$ cat config.mk
export PLATFORM = sky130hd
export DESIGN_NAME = bin2bcd_seq_flat
export DESIGN_NICKNAME = d
export VERILOG_FILES = /design/src/rtl/bin2bcd_seq_if.sv /design/src/rtl/bin2bcd_seq.sv /design/src/flat_wrapper.sv
export SDC_FILE = /design/constraint.sdc
export NUM_CORES = 1
export LEC_CHECK = 0
export CAP_MARGIN = 25
export CELL_PAD_IN_SITES_DETAIL_PLACEMENT = 1
export CELL_PAD_IN_SITES_GLOBAL_PLACEMENT = 1
export CORE_MARGIN = 3
export CORE_UTILIZATION = 35
export CTS_CLUSTER_SIZE = 8
export DETAILED_ROUTE_END_ITERATION = 10
export GPL_TIMING_DRIVEN = 0
export MAX_ROUTING_LAYER = met4
export PLACE_DENSITY = 0.71
export REMOVE_ABC_BUFFERS = 1
export SLEW_MARGIN = 10
export SYNTH_ARGS = -nofsm -noshare
export SYNTH_HDL_FRONTEND = slang
export SYNTH_SLANG_ARGS = --single-unit
$ cat constraint.sdc
create_clock -name in_clk -period 3 [get_ports in_clk]
set_input_delay 0.45 -clock in_clk [delete_from_list [all_inputs] [get_ports in_clk]]
set_output_delay 0.45 -clock in_clk [all_outputs]
set_load 0.05 [all_outputs]
$ cat src/rtl/bin2bcd_seq_if.sv
// Handshake and result bus between a binary source and the bin2bcd_seq converter.
// The master issues start/bin; the slave (converter) returns ready/valid/bcd/overflow.
interface bin2bcd_seq_if #(
   parameter int unsigned IN_BITS    = 16,
   parameter int unsigned NUM_DIGITS = 5
) ();

   logic                      in_start;
   logic [IN_BITS-1:0]        in_bin;
   logic                      out_ready;
   logic                      out_valid;
   logic [4*NUM_DIGITS-1:0]   out_bcd;
   logic                      out_overflow;

   modport master (
      output in_start,
      output in_bin,
      input  out_ready,
      input  out_valid,
      input  out_bcd,
      input  out_overflow
   );

   modport slave (
      input  in_start,
      input  in_bin,
      output out_ready,
      output out_valid,
      output out_bcd,
      output out_overflow
   );

endinterface

$ cat src/rtl/bin2bcd_seq.sv
// Sequential binary-to-BCD converter: shift-and-add-3, one input bit per clock,
// a single add-3 stage per digit reused over IN_BITS cycles.
module bin2bcd_seq #(
   parameter int unsigned IN_BITS    = 16,
   parameter int unsigned NUM_DIGITS = 5
) (
   input  logic          in_clk,
   input  logic          in_rst,
   bin2bcd_seq_if.slave  bus
);

   localparam int unsigned AW = 4 * NUM_DIGITS;
   localparam int unsigned CW = (IN_BITS > 1) ? $clog2(IN_BITS) : 1;

   typedef enum logic [1:0] {
      S_IDLE  = 2'd0,
      S_SHIFT = 2'd1,
      S_DONE  = 2'd2
   } state_e;

   state_e              state_q;
   state_e              state_d;

   logic [IN_BITS-1:0]  shreg_q;
   logic [AW-1:0]       acc_q;
   logic [CW-1:0]       cnt_q;
   logic                ovf_q;

   logic [AW-1:0]       bcd_q;
   logic                ovf_out_q;
   logic                ready_q;
   logic                valid_q;

   logic                ready_d;
   logic                valid_d;

   logic [AW-1:0]       acc_adj;
   logic [AW-1:0]       acc_shl;
   logic [IN_BITS-1:0]  shreg_shl;
   logic                carry;
   logic                accept;
   logic                last_shift;

   assign accept     = (state_q == S_IDLE) && bus.in_start;
   assign last_shift = (state_q == S_SHIFT) && (cnt_q == CW'(IN_BITS - 1));

   // Add-3 correction on every digit that would reach 10 or more after doubling.
   always_comb begin
      acc_adj = acc_q;
      for (int unsigned i = 0; i < NUM_DIGITS; i++) begin
         if (acc_q[4*i +: 4] >= 4'd5) begin
            acc_adj[4*i +: 4] = acc_q[4*i +: 4] + 4'd3;
         end
      end
   end

   // The bit leaving the top digit is a lost decimal carry, i.e. overflow.
   assign {carry, acc_shl} = {acc_adj, shreg_q[IN_BITS-1]};
   assign shreg_shl        = shreg_q << 1;

   // State register.
   always_ff @(posedge in_clk) begin
      if (in_rst) begin
         state_q <= S_IDLE;
      end else begin
         state_q <= state_d;
      end
   end

   // Next-state logic.
   always_comb begin
      state_d = state_q;
      unique case (state_q)
         S_IDLE:  if (bus.in_start) state_d = S_SHIFT;
         S_SHIFT: if (last_shift)   state_d = S_DONE;
         S_DONE:                    state_d = S_IDLE;
         default:                   state_d = S_IDLE;
      endcase
   end

   // Output decode from the upcoming state, so the handshake flops line up with it.
   always_comb begin
      ready_d = 1'b0;
      valid_d = 1'b0;
      unique case (state_d)
         S_IDLE:  ready_d = 1'b1;
         S_SHIFT: ready_d = 1'b0;
         S_DONE:  valid_d = 1'b1;
         default: ready_d = 1'b1;
      endcase
   end

   always_ff @(posedge in_clk) begin
      if (in_rst) begin
         ready_q <= 1'b1;
         valid_q <= 1'b0;
      end else begin
         ready_q <= ready_d;
         valid_q <= valid_d;
      end
   end

   // Working registers: load on accepted start, iterate while shifting.
   always_ff @(posedge in_clk) begin
      if (in_rst) begin
         shreg_q <= '0;
         acc_q   <= '0;
         cnt_q   <= '0;
         ovf_q   <= 1'b0;
      end else if (accept) begin
         shreg_q <= bus.in_bin;
         acc_q   <= '0;
         cnt_q   <= '0;
         ovf_q   <= 1'b0;
      end else if (state_q == S_SHIFT) begin
         shreg_q <= shreg_shl;
         acc_q   <= acc_shl;
         cnt_q   <= cnt_q + CW'(1);
         ovf_q   <= ovf_q | carry;
      end
   end

   // Result holds until the final shift of the next conversion.
   always_ff @(posedge in_clk) begin
      if (in_rst) begin
         bcd_q     <= '0;
         ovf_out_q <= 1'b0;
      end else if (last_shift) begin
         bcd_q     <= acc_shl;
         ovf_out_q <= ovf_q | carry;
      end
   end

   assign bus.out_ready    = ready_q;
   assign bus.out_valid    = valid_q;
   assign bus.out_bcd      = bcd_q;
   assign bus.out_overflow = ovf_out_q;

endmodule
$ cat src/flat_wrapper.sv
// flat-port wrapper written by rule: the top's interface ports become plain ports
module bin2bcd_seq_flat 
#(
   parameter int unsigned IN_BITS    = 16,
   parameter int unsigned NUM_DIGITS = 5
)
  (in_clk, in_rst, bus_in_start, bus_in_bin, bus_out_ready, bus_out_valid, bus_out_bcd, bus_out_overflow);
  bin2bcd_seq_if #(.IN_BITS(IN_BITS), .NUM_DIGITS(NUM_DIGITS)) bus_i ();
  input  logic in_clk;
  input  logic in_rst;
  input wire logic [$bits(bus_i.in_start)-1:0] bus_in_start;
  input wire logic [$bits(bus_i.in_bin)-1:0] bus_in_bin;
  output wire logic [$bits(bus_i.out_ready)-1:0] bus_out_ready;
  output wire logic [$bits(bus_i.out_valid)-1:0] bus_out_valid;
  output wire logic [$bits(bus_i.out_bcd)-1:0] bus_out_bcd;
  output wire logic [$bits(bus_i.out_overflow)-1:0] bus_out_overflow;
  assign bus_i.in_start = bus_in_start;
  assign bus_i.in_bin = bus_in_bin;
  assign bus_out_ready = bus_i.out_ready;
  assign bus_out_valid = bus_i.out_valid;
  assign bus_out_bcd = bus_i.out_bcd;
  assign bus_out_overflow = bus_i.out_overflow;
  bin2bcd_seq #(.IN_BITS(IN_BITS), .NUM_DIGITS(NUM_DIGITS)) u_core (.in_clk(in_clk), .in_rst(in_rst), .bus(bus_i));
endmodule
# Word level (Yosys, flattened, before mapping)
# Index checks and enable logic that the tools add are counted.
dict set report op_classes {
  add_sub_neg 6
  magnitude_cmp 5
  n_eq_ne 4
  n_mux 12
  n_bitwise 1
  n_reduce_logical 6
}
# op count
set ops {}
lappend ops {{16-bit two-way mux} 2}
lappend ops {{4-bit by 2-bit adder with 4-bit output, second input constant} 5}
lappend ops {{4-bit by 3-bit >= comparator with 1-bit output, second input constant} 5}
lappend ops {{4-bit two-way mux} 5}
lappend ops {{4-bit by 1-bit adder with 4-bit output, second input constant} 1}
lappend ops {{2-bit by 1-bit == test with 1-bit output, second input constant} 2}
lappend ops {{4-bit == test, second input constant} 1}
lappend ops {{2-bit two-way mux} 2}
lappend ops {{2-bit case mux with 2 select lines} 1}
lappend ops {{2-bit OR reduction} 2}
lappend ops {{2-bit == test, second input constant} 1}
lappend ops {{1-bit logical AND} 2}
lappend ops {{2-bit zero test} 1}
lappend ops {{1-bit two-way mux} 2}
lappend ops {{2-bit nonzero test} 1}
lappend ops {{1-bit OR} 1}
dict set report totals {
  reg_bits 66
  elab_cells 43
}

# Logic depth before layout (Yosys ltp)
# Gate-level depths: netlist of run 1.
dict set report depth {
  word_depth 7
  ltp_mapped 7
}

# Worst setup path after synthesis of run 1
# Ideal clock, no wire load.
dict set report synth_timing {
  kind {flip-flop to flip-flop}
  from {register u_core.state_q[0]}
  to {register u_core.ready_q (netlist: u_core.bus.out_ready)}
  setup_time_ps 123
  t_arrival_ps 1459
  slack_ps 1418
  stages_incl_launch_ff 6
  path_buffers 1
  synth_period_minus_slack_ps 1582
  cell_sequence {dfxtp_1 > clkinv_1 > clkbuf_1 > o21ai_0 > ha_1 > or2_2}
}
dict set report synth_via {
  elab_chain_cells 7
  word_cells_on_any_way 10
  classes_between {3 x eq/ne; 4 x mux; 3 x reduce/logical}
}
# item line_no
set synth_rtl {}
lappend synth_rtl {{start, declared} bin2bcd_seq.sv:21} ;# state_e state_q;
lappend synth_rtl {{start signal, assigned} bin2bcd_seq.sv:66} ;# state_q <= state_d;
lappend synth_rtl {{2-bit by 1-bit == test with 1-bit output} {bin2bcd_seq.sv:45, bin2bcd_seq.sv:73}}
lappend synth_rtl {{1-bit logical AND} bin2bcd_seq.sv:45} ;# assign last_shift = (state_q == S_SHIFT) && (cnt_q == CW'(IN_BITS - 1));
lappend synth_rtl {{2-bit two-way mux} bin2bcd_seq.sv:75} ;# S_SHIFT: if (last_shift) state_d = S_DONE;
lappend synth_rtl {{2-bit case mux with 2 select lines *} bin2bcd_seq.sv:73} ;# unique case (state_q)
lappend synth_rtl {{2-bit by 1-bit == test with 1-bit output / 2-bit == test (equally long branches)} bin2bcd_seq.sv:85} ;# unique case (state_d)
lappend synth_rtl {{2-bit OR reduction (no line) *} --}
lappend synth_rtl {{1-bit two-way mux *} bin2bcd_seq.sv:85}
lappend synth_rtl {{named net u_core.ready_d} bin2bcd_seq.sv:34} ;# logic ready_d;
lappend synth_rtl {{end signal, assigned} bin2bcd_seq.sv:98} ;# ready_q <= ready_d;
lappend synth_rtl {{end, declared} bin2bcd_seq.sv:31} ;# logic ready_q;
# Mark *: on every way through the listed nets, which the timed path passes. The rest lies on a longest branch.
# A chain may end at the register's enable or synchronous reset.

# Worst setup path after layout of run 1
dict set report layout_timing {
  from {register u_core.state_q[1]}
  to {register u_core.ready_q (netlist: u_core.bus.out_ready)}
}
# Same word-level chain as after synthesis.

==> flow_metrics.env, run 1 <==
export IMPL_status="completed"
export IMPL_wl_um=7200
export IMPL_fin_crit_sh_pct=90.0
export IMPL_netlist_area_um2=2980
export IMPL_overflow=0
export IMPL_fin_util_pct=44.1
export IMPL_grt_pass1_wl_um=12000
export IMPL_first_global_vias=2575
export IMPL_clock_sinks=66
export IMPL_clk_pin_slew_worst_paths_ps=70
export IMPL_drive_above_1_share_pct=8.22
export IMPL_skew_ps=8.34
export IMPL_start_util_pct=36.0
export IMPL_cts_buffers=9
export IMPL_setup_ws_ps=301
export IMPL_ys_seq_area_share_pct=44.4
export IMPL_cts_htree_levels=3
export IMPL_tritoncts="yes"
export IMPL_hold_viol=0
export IMPL_cp_start_kind="flop"
export IMPL_fin_crit_ps=2700
export IMPL_power_density_nw_per_um2=557
export IMPL_yosysTopAreaCellShare_pct=44.4
export IMPL_vias=2494
export IMPL_cts_max_path_buffers=2
export IMPL_dpl_hpwl_um=4650
export IMPL_die_h_um=98.2
export IMPL_drc=0
export IMPL_synth_cell_type_count=33
export IMPL_place_gp_congestion=0.790
export IMPL_yosysWarnings=0
export IMPL_synth_seq_cells=66
export IMPL_arrival_ps=2930
export IMPL_die_area_um2=9650
export IMPL_pre_cts_slack_ps=209
export IMPL_dr_pass1_iters=4
export IMPL_yosys_area_top_type="dfxtp_1"
export IMPL_p_leak_nw=1.26
export IMPL_ant_nets=0
export IMPL_regArea_um2=1320
export IMPL_cts_root_buf="clkbuf_8"
export IMPL_hold_path_class="reg -> reg"
export IMPL_drtIter0Drc=86
export IMPL_routedWlPerCell_um=14.9
export IMPL_insertion_delay_ps=350
export IMPL_syn_inst=341
export IMPL_fmax_ghz=0.370
export IMPL_cp_max_fo=32
export IMPL_grt_usage_pct=15.8
export IMPL_grt_max_degree=44
export IMPL_antenna_found_initial=0
export IMPL_vdd_drop_max_v=0.000238
export IMPL_coreArea_um2=8260
export IMPL_viasPerCell=5.17
export IMPL_crit_path_end_kind="flop"
export IMPL_cts_post_setup_buffers_inserted=0
export IMPL_num_rows=33
export IMPL_antennaDiodeCount=0
export IMPL_num_io_pins=42
export IMPL_synthTopCellsByArea="dfxtp_1 44%, o22ai_1 7.4%, ha_1 5.0%"
export IMPL_rsz0062_at_grt="false"
export IMPL_n_fill_cell=976
export IMPL_hold_buffers=0
export IMPL_syn_area_per_cell_um2=8.73
export IMPL_reg2reg_setup_slack_ps=300
export IMPL_cts_resized_gates=0
export IMPL_crit_type="reg -> reg"
export IMPL_drv_cap=0
export IMPL_final_setup_viol_count=0
export IMPL_multi_input_area_um2=1470
export IMPL_report_power_total_mw=2.03
export IMPL_port_buffers=41
export IMPL_area_growth_pct=22.3
export IMPL_tightest_slew_ps=883
export IMPL_fin_nets=403
export IMPL_critPathRequiredTime_ps=3240
export IMPL_drv_slew=0
export IMPL_fp_dieW_um=98.2
export IMPL_timing_slew_headroom_pct=40.8
[worst max-delay path: stages, from the launching register on]
cell and delay [ps]:
dfxtp_1 550, nand2b_1 630, nor2_4 790, ha_1 350, or2_2 260
[flip-flops by register name, indices dropped and copies added, names as in the netlist]
| signal | flops |
|---|---|
| u_core.acc_q | 20 |
| u_core.bus.out_bcd | 20 |
| u_core.bus.out_overflow | 1 |
| u_core.bus.out_ready | 1 |
| u_core.bus.out_valid | 1 |
| u_core.cnt_q | 4 |
| u_core.ovf_q | 1 |
| u_core.shreg_q | 16 |
| u_core.state_q | 2 |
[worst paths after layout]
check	end	from	cells past startpoint
worst max register to register	u_core.bus.out_ready$_SDFF_PP1_	u_core.state_q[1]$_SDFF_PP0_	4
worst min-delay path	u_core.cnt_q[1]$_SDFFE_PP0P_	u_core.cnt_q[1]$_SDFFE_PP0P_	2
worst min register to register	u_core.cnt_q[1]$_SDFFE_PP0P_	u_core.cnt_q[1]$_SDFFE_PP0P_	2
worst max-delay path	u_core.bus.out_ready$_SDFF_PP1_	u_core.state_q[1]$_SDFF_PP0_	4
[synth_stat cells, drive strengths merged]
library cell  count
a211oi           12
a21oi            22
a311oi            2
buf              14
clkbuf            8
clkinv            1
dfxtp            66
ha               12
inv              12
mux2              5
mux2i             1
nand2            18
nand2b           17
nand3             6
nand4             1
nor2             43
nor2b            17
nor3             15
nor3b             9
o21ai            12
o22ai            36
or2               2
or3               2
xnor2             6
xor2              2
[cell type report]
class                   instances  area share (%)
clock inverters                 5            2.75
well taps                     105            3.61
clock buffers                  11            4.16
multi-input cells             240            40.3
inverters                      13            1.34
flip-flops and latches         66            36.3
repair buffers                 42            11.6
[where the power goes]
part           internal (mW)  total (mW)  switching, mW
Combinational         0.0769       0.170         0.0935
Clock                  0.595       0.938          0.343
Sequential             0.903       0.920         0.0177
Total                   1.57        2.03          0.454
[cells by family (layout without fill, tap and decap cells)]
| kind of cell | count (synthesis) | count (layout) | share of synthesized area (%) |
|---|---|---|---|
| flip-flops | 66 | 66 | 44.4 |
| XOR/XNOR | 8 | 8 | 2.35 |
| multiplexers | 6 | 6 | 2.23 |
| AND/OR/NAND/NOR | 130 | 130 | 22.3 |
| AO/OA/AOI/OAI | 84 | 84 | 17.3 |
| buffers and inverters | 35 | 71 | 6.43 |
| adder cells (fa/ha/maj) | 12 | 12 | 5.04 |
[metal layers]
metal / share of wire [%] / up-vias / track usage [%]
li1: - / 1245 / -
met1: 46 / 1191 / 18.5
met2: 49 / 48 / 26.2
met3: 3.7 / 10 / 2.86
met4: 1.8 / 0 / 7.56
met5: 0 / - / -
[layout by cell type (no fill, tap or decap), types with 15 or more instances in the layout]
cell type / count
a21oi_1: 22
clkdlybuf4s50_1: 40
dfxtp_1: 66
nand2_1: 18
nand2b_1: 17
nor2_1: 40
nor2b_1: 16
nor3_1: 15
o22ai_1: 35
[stage by stage]
stage | setup TNS [ps] | area, um^2 | hold WS [ps] | cells
floorplan | 0 | 2830 | 444 | 319
detailed placement | 0 | 3370 | 466 | 465
global route | 0 | 3640 | 521 | 482
global placement | -6070 | 3380 | 465 | 465
finish | 0 | 3640 | 487 | 482
CTS | 0 | 3620 | 486 | 481
Note: power is estimated with default switching activity, not from simulation.
==> run 2: changes to the inputs <==
Settings changed: CAP_MARGIN 25 to not set, SKIP_LAST_GASP set to 1.
==> run 2 against run 1 <==
Against the previous run:
- flip-flop and latch count is the same
- clock skew is essentially flat
- worst hold slack hardly changed
- die area stayed put
- first-iteration DRC count decreased by 19%
- combinational power is essentially flat
- setup slack worse by 9.1 ps
- count of clock-buffer cells in the layout stayed put
- register-to-register slack about the same
- maximum frequency shrank 0.34%
- power fell by 0.11%
- highest routed layer unchanged
==> flow_metrics.env, run 2 (same netlist as run 1, synthesis figures left out) <==
export IMPL_coreArea_um2=8260
export IMPL_first_global_vias=2575
export IMPL_die_h_um=98.2
export IMPL_place_area_um2=3370
export IMPL_cp_start_kind="flop"
export IMPL_hold_buffers=0
export IMPL_drc=0
export IMPL_crit_type="reg -> reg"
export IMPL_timing_slew_headroom_pct=30.4
export IMPL_die_area_um2=9650
export IMPL_crit_path_end_kind="flop"
export IMPL_antennaDiodeCount=0
export IMPL_fin_util_pct=43.9
export IMPL_cts_buffers=9
export IMPL_setup_ws_ps=292
export IMPL_fin_nets=402
export IMPL_hold_depth=2
export IMPL_holdWs_ps=487
export IMPL_num_io_pins=42
export IMPL_drtIter0Drc=70
export IMPL_critPathRequiredTime_ps=3240
export IMPL_vdd_drop_max_v=0.000240
export IMPL_insertion_delay_ps=350
export IMPL_dpl_hpwl_um=4650
export IMPL_tightest_slew_ps=1040
export IMPL_routedWlPerCell_um=14.8
export IMPL_report_power_total_mw=2.03
export IMPL_cp_max_fo=32
export IMPL_place_gp_congestion=0.790
export IMPL_cts_post_setup_buffers_inserted=0
export IMPL_fp_dieW_um=98.2
export IMPL_whs_endpoint="u_core.cnt_q[1]$_SDFFE_PP0P_"
export IMPL_drv_cap=0
export IMPL_port_buffers=41
export IMPL_mostFrequentLayoutCells="66 x dfxtp_1, 40 x nor2_1, 40 x clkdlybuf4s50_1"
export IMPL_power_density_nw_per_um2=559
export IMPL_setup_tns_ps=0
export IMPL_rsz0062_at_grt="false"
export IMPL_area_growth_pct=21.8
export IMPL_grt_max_degree=44
export IMPL_place_inst=465
export IMPL_r2r_end="u_core.bus.out_ready$_SDFF_PP1_"
export IMPL_reg2reg_setup_slack_ps=290
export IMPL_pre_cts_slack_ps=209
export IMPL_hold_path_class="reg -> reg"
export IMPL_wl_um=7120
export IMPL_tritoncts="yes"
export IMPL_fmax_ghz=0.369
export IMPL_final_common_cell="dfxtp_1"
export IMPL_reg2reg_depth=4
export IMPL_min_from="u_core.cnt_q[1]$_SDFFE_PP0P_"
export IMPL_instances_no_fill=481
export IMPL_viasPerCell=5.17
export IMPL_drv_slew=0
export IMPL_antenna_found_initial=0
export IMPL_cts_root_buf="clkbuf_8"
export IMPL_clock_sinks=66
export IMPL_ant_nets=0
export IMPL_skew_ps=8.37
export IMPL_fin_crit_sh_pct=90.3
export IMPL_arrival_ps=2950
export IMPL_start_util_pct=36.0
export IMPL_num_rows=33
export IMPL_clk_pin_slew_worst_paths_ps=70
export IMPL_drive_above_1_share_pct=7.98
export IMPL_dr_pass1_iters=4
export IMPL_status="completed"
export IMPL_hold_viol=0
export IMPL_r2r_start="u_core.state_q[1]$_SDFF_PP0_"
export IMPL_cts_max_path_buffers=2
export IMPL_final_cell_area_um2=3620
export IMPL_cts_resized_gates=0
export IMPL_cts_htree_levels=3
export IMPL_final_setup_viol_count=0
export IMPL_vias=2489
export IMPL_grt_usage_pct=15.8
export IMPL_p_leak_nw=1.25
export IMPL_grt_pass1_wl_um=12000
export IMPL_overflow=0
export IMPL_fin_crit_ps=2710
## run 2: worst max path at each step
stage                     cells past startpoint                              end  slack (ps)                    startpoint
after global placement                        3    u_core.acc_q[18]$_SDFFE_PP0P_        -320                        in_rst
final                                         4  u_core.bus.out_ready$_SDFF_PP1_         290  u_core.state_q[1]$_SDFF_PP0_
after CTS                                     4  u_core.bus.out_ready$_SDFF_PP1_         200  u_core.state_q[1]$_SDFF_PP0_
after global routing                          4  u_core.bus.out_ready$_SDFF_PP1_          60  u_core.state_q[1]$_SDFF_PP0_
after detailed placement                      4  u_core.bus.out_ready$_SDFF_PP1_         210  u_core.state_q[1]$_SDFF_PP0_
after floorplan                               4  u_core.bus.out_ready$_SDFF_PP1_         900  u_core.state_q[1]$_SDFF_PP0_
## run 2: layer usage
layer  vias up  share of wire (%)  track usage (%)
li1       1247                  -                -
met1      1182                 46             18.5
met2        45                 48             26.2
met3        15                3.8             2.86
met4         0                2.2             7.56
met5         -                  0                -
## run 2: final cells by class
class	count	area, um^2
Fill cell	979	4630
Multi-Input combinational cell	240	1470
Sequential cell	66	1320
Timing Repair Buffer	41	405
Clock buffer	11	151
Tap cell	105	131
Clock inverter	5	100
Inverter	13	48.8
## run 2: worst max-delay path, cell delays in order, from the launching register on
cell and delay [ps]:
dfxtp_1 560, nand2b_1 640, nor2_4 790, ha_1 350, or2_2 260
## run 2: report_power, final
group | internal [mW] | switching, mW | total [mW]
Sequential | 0.903 | 0.0177 | 0.920
Clock | 0.595 | 0.345 | 0.939
Combinational | 0.0746 | 0.0921 | 0.167
Total | 1.57 | 0.454 | 2.03
==> run 3: changes to the inputs <==
Settings changed: CELL_PAD_IN_SITES_DETAIL_PLACEMENT 1 to 0.
==> run 3 against run 2 <==
Against the previous run:
- via count down 3.1%
- power shrank 6.3%
- critical path depth unchanged
- die area is the same
- highest routed layer unchanged
- flip-flop and latch count is the same
- count of clock-buffer cells in the layout shrank 2
- largest cell class unchanged
- setup slack improved by 17 ps
- wire length decreased by 10%
- maximum frequency is 0.62% higher
- core utilization is 0.41 points lower
- combinational power hardly changed
==> flow_metrics.env, run 3 (same netlist as run 1, synthesis figures left out) <==
export IMPL_rsz0062_at_grt="false"
export IMPL_power_density_nw_per_um2=529
export IMPL_fin_crit_sh_pct=89.7
export IMPL_holdWs_ps=475
export IMPL_grt_usage_pct=14.5
export IMPL_viasPerCell=5.01
export IMPL_cts_resized_gates=0
export IMPL_final_cell_area_um2=3590
export IMPL_first_global_vias=2451
export IMPL_ant_nets=0
export IMPL_report_power_total_mw=1.90
export IMPL_tightest_slew_ps=973
export IMPL_die_h_um=98.2
export IMPL_tritoncts="yes"
export IMPL_crit_type="reg -> reg"
export IMPL_cts_htree_levels=3
export IMPL_vdd_drop_max_v=0.000273
export IMPL_cp_slowest_stage_delay_ps=760
export IMPL_coreArea_um2=8260
export IMPL_drc=0
export IMPL_antenna_found_initial=0
export IMPL_path_buf_inv=0
export IMPL_die_area_um2=9650
export IMPL_fin_nets=402
export IMPL_cp_start_kind="flop"
export IMPL_grt_pass1_wl_um=11100
export IMPL_hold_viol=0
export IMPL_num_rows=33
export IMPL_antennaDiodeCount=0
export IMPL_timing_slew_headroom_pct=35.1
export IMPL_dpl_hpwl_um=3940
export IMPL_drive_above_1_share_pct=7.98
export IMPL_place_gp_congestion=0.790
export IMPL_status="completed"
export IMPL_drv_cap=0
export IMPL_critPathRequiredTime_ps=3220
export IMPL_num_io_pins=42
export IMPL_fin_crit_ps=2690
export IMPL_drv_slew=0
export IMPL_p_leak_nw=1.23
export IMPL_cts_post_setup_buffers_inserted=0
export IMPL_skew_ps=11.2
export IMPL_setup_tns_ps=0
export IMPL_regArea_um2=1320
export IMPL_fp_dieW_um=98.2
export IMPL_cts_root_buf="clkbuf_8"
export IMPL_hold_buffers=0
export IMPL_cp_max_fo=32
export IMPL_hold_path_class="reg -> reg"
export IMPL_arrival_ps=2920
export IMPL_critical_path_top_delay_family="simple AND/OR/NAND/NOR gates"
export IMPL_start_util_pct=36.0
export IMPL_crit_path_end_kind="flop"
export IMPL_worstPathCellList="nand2b_1 > nor2_4 > ha_1 > or2_2"
export IMPL_grt_max_degree=44
export IMPL_dr_pass1_iters=4
export IMPL_n_fill_cell=838
export IMPL_cts_max_path_buffers=2
export IMPL_clock_sinks=66
export IMPL_insertion_delay_ps=340
export IMPL_final_common_cell="dfxtp_1"
export IMPL_overflow=0
export IMPL_clk_pin_slew_worst_paths_ps=70
export IMPL_multi_input_area_um2=1470
export IMPL_critical_path_slowest_cell="nor2_4"
export IMPL_fmax_ghz=0.372
export IMPL_area_growth_pct=20.6
export IMPL_cts_buffers=9
export IMPL_routedWlPerCell_um=13.3
export IMPL_final_setup_viol_count=0
export IMPL_port_buffers=41
export IMPL_reg2reg_setup_slack_ps=310
export IMPL_wl_um=6380
export IMPL_drtIter0Drc=107
export IMPL_vias=2412
export IMPL_mostFrequentLayoutCells="66 x dfxtp_1, 40 x nor2_1, 40 x clkdlybuf4s50_1"
export IMPL_place_area_um2=3370
run 3: changes by cell type in the layout (fill, tap and decap cells not counted), sizes merged:
cell and delta:
clkinv +1, bufinv -1, clkbuf -2, clkinvlp +2
run 3: per-stage QoR:
step	cells	util (%)	setup slack, ps
after floorplan	319	-	898
after global placement	465	40.9	-321
after detailed placement	465	40.8	244
after CTS	481	43.5	216
after global routing	481	43.5	53.0
final	481	43.5	308
run 3: final timing paths:
check | startpoint | cells after the start | endpoint
worst min-delay path | u_core.shreg_q[15]$_SDFFE_PP0P_ | 2 | u_core.acc_q[0]$_SDFFE_PP0P_
worst max register to register | u_core.state_q[1]$_SDFF_PP0_ | 4 | u_core.bus.out_ready$_SDFF_PP1_
worst min register to register | u_core.shreg_q[15]$_SDFFE_PP0P_ | 2 | u_core.acc_q[0]$_SDFFE_PP0P_
worst max-delay path | u_core.state_q[1]$_SDFF_PP0_ | 4 | u_core.bus.out_ready$_SDFF_PP1_
run 3: worst reg2reg max path: stages (launching register included):
cell and delay (ps):
dfxtp_1 560, nand2b_1 650, nor2_4 760, ha_1 350, or2_2 260
run 3: metal layers:
layer / GRT usage, % / wire length (um) / vias to the layer above
li1: - / - / 1250
met1: 16.9 / 3030 / 1109
met2: 23.7 / 2960 / 46
met3: 5.57 / 337 / 7
met4: 3.47 / 57 / 0
met5: - / 0 / -
run 3: final cells by class:
type                            count  area share [%]
Multi-Input combinational cell    240            40.8
Sequential cell                    66            36.8
Timing Repair Buffer               41            11.3
Tap cell                          105            3.66
Clock buffer                        9            3.45
Clock inverter                      7            2.61
Inverter                           13            1.36
run 3: power breakdown:
| group | total (mW) | internal (mW) | switching [mW] |
|---|---|---|---|
| Combinational | 0.165 | 0.0745 | 0.0905 |
| Sequential | 0.919 | 0.903 | 0.0165 |
| Clock | 0.815 | 0.466 | 0.349 |
| Total | 1.90 | 1.44 | 0.456 |
==> RTL edit (settings of run 1) <==
`IN_BITS` is set to 16 in 3 places; all go to 8.
--- a/src/rtl/bin2bcd_seq_if.sv
+++ b/src/rtl/bin2bcd_seq_if.sv
@@ -2,5 +2,5 @@
 // The master issues start/bin; the slave (converter) returns ready/valid/bcd/overflow.
 interface bin2bcd_seq_if #(
-   parameter int unsigned IN_BITS    = 16,
+   parameter int unsigned IN_BITS    = 8,
    parameter int unsigned NUM_DIGITS = 5
 ) ();
--- a/src/rtl/bin2bcd_seq.sv
+++ b/src/rtl/bin2bcd_seq.sv
@@ -2,5 +2,5 @@
 // a single add-3 stage per digit reused over IN_BITS cycles.
 module bin2bcd_seq #(
-   parameter int unsigned IN_BITS    = 16,
+   parameter int unsigned IN_BITS    = 8,
    parameter int unsigned NUM_DIGITS = 5
 ) (
--- a/src/flat_wrapper.sv
+++ b/src/flat_wrapper.sv
@@ -2,5 +2,5 @@
 module bin2bcd_seq_flat 
 #(
-   parameter int unsigned IN_BITS    = 16,
+   parameter int unsigned IN_BITS    = 8,
    parameter int unsigned NUM_DIGITS = 5
 )
Ports: changed (resized bus_in_bin); port bits go from 42 to 34. The function was not compared with the original's and may differ.
==> RTL edit against run 1 <==
- area after synthesis fell by 13%
- cell area down 14%
- routed wire length decreased by 13%
- via count is 17% lower
- sequential cell count is 9 lower
- register-to-register slack improved by 0.51 ns
- setup slack better by 0.080 ns
- count of clock-buffer cells in the layout shrank 1
- critical endpoint is now u_core.acc_q[5]
- highest routed layer unchanged
- total power is 20% lower
==> RTL edit: results (changes against run 1) <==
critical_path:
  r2r_setup_slack_ns: 0.81  # +0.51 ns
  critPathCapture: "u_core.acc_q[5]"
layout:
  clkbuf_count: 10  # -1
  multi_input_gates: 201  # -16%
  inv_count: 12  # -1
  final-seq-area_sq_um: 1141  # -14%
  nFlopsAndLatches: 57  # -14%
  nonClockBufferCount: 34  # -19%
  clkCellAreaFrac_pct: 6.210  # -0.70 points
  num-fill-cells: 832  # -15%
global_routing:
  grt_pass1_wl_um: 10430  # -13%
  grt_util_all_layers_pct: 16.05  # +0.22 points
synth:
  synthXorXnorAreaFrac_pct: 2.037  # -0.32 points
  yosys-top-cells-count: "dfxtp_1 (57), a21oi_1 (31), nand2_1 (24)"
  synth_compound_area_share_pct: 19.30  # +2.0 points
  postSynthAreaPerCell_sq_um: 8.989  # +3.0%
  ys_seq_area_share_pct: 44.23  # -0.16 points
  synthTopCellsByArea: "dfxtp_1 (44%), ha_1 (6.3%), a21oi_1 (6.0%)"
drt:
  first_iter_violations: 66  # -23%
power:
  switching_share_pct: 24.90  # +2.5 points
  pg_comb_mw: 0.121  # -29%
outcome:
  outcome: "complete, no violations"
place:
  dp.final_hpwl_um: 4113  # -12%
  place_ws_ns: -0.2696  # -0.4784 ns
  io_buffers: 33  # -20%
worst_hold_path:
  min_from: "u_core.shreg_q[6]"
RTL edit: cell types whose count changed after synthesis, moves of 4 or more:
| cell | delta |
|---|---|
| nor3_1 | -10 |
| clkbuf_1 | -4 |
| o22ai_1 | -30 |
| nand2_1 | +6 |
| o21ai_2 | +9 |
| nor2_1 | -18 |
| nor2b_1 | -16 |
| dfxtp_1 | -9 |
| a22oi_1 | +7 |
| a21oi_1 | +9 |
| nand3b_1 | +11 |
| nand2b_1 | -12 |
| o21ai_0 | +9 |
RTL edit: layer usage:
layer | track usage (%) | up-vias | wire length (um)
met4 | 6.683 | 0 | 98
met3 | 3.035 | 11 | 189
met5 | - | - | 0
li1 | - | 1055 | -
met1 | 20.61 | 976 | 3091
met2 | 24.82 | 40 | 2875
RTL edit: tightest hold or removal path, delay by kind of cell (launching register included):
kind	cells	cell delay, ns
compound gates	1	0.05
simple gates	1	0.05
flops	1	0.31
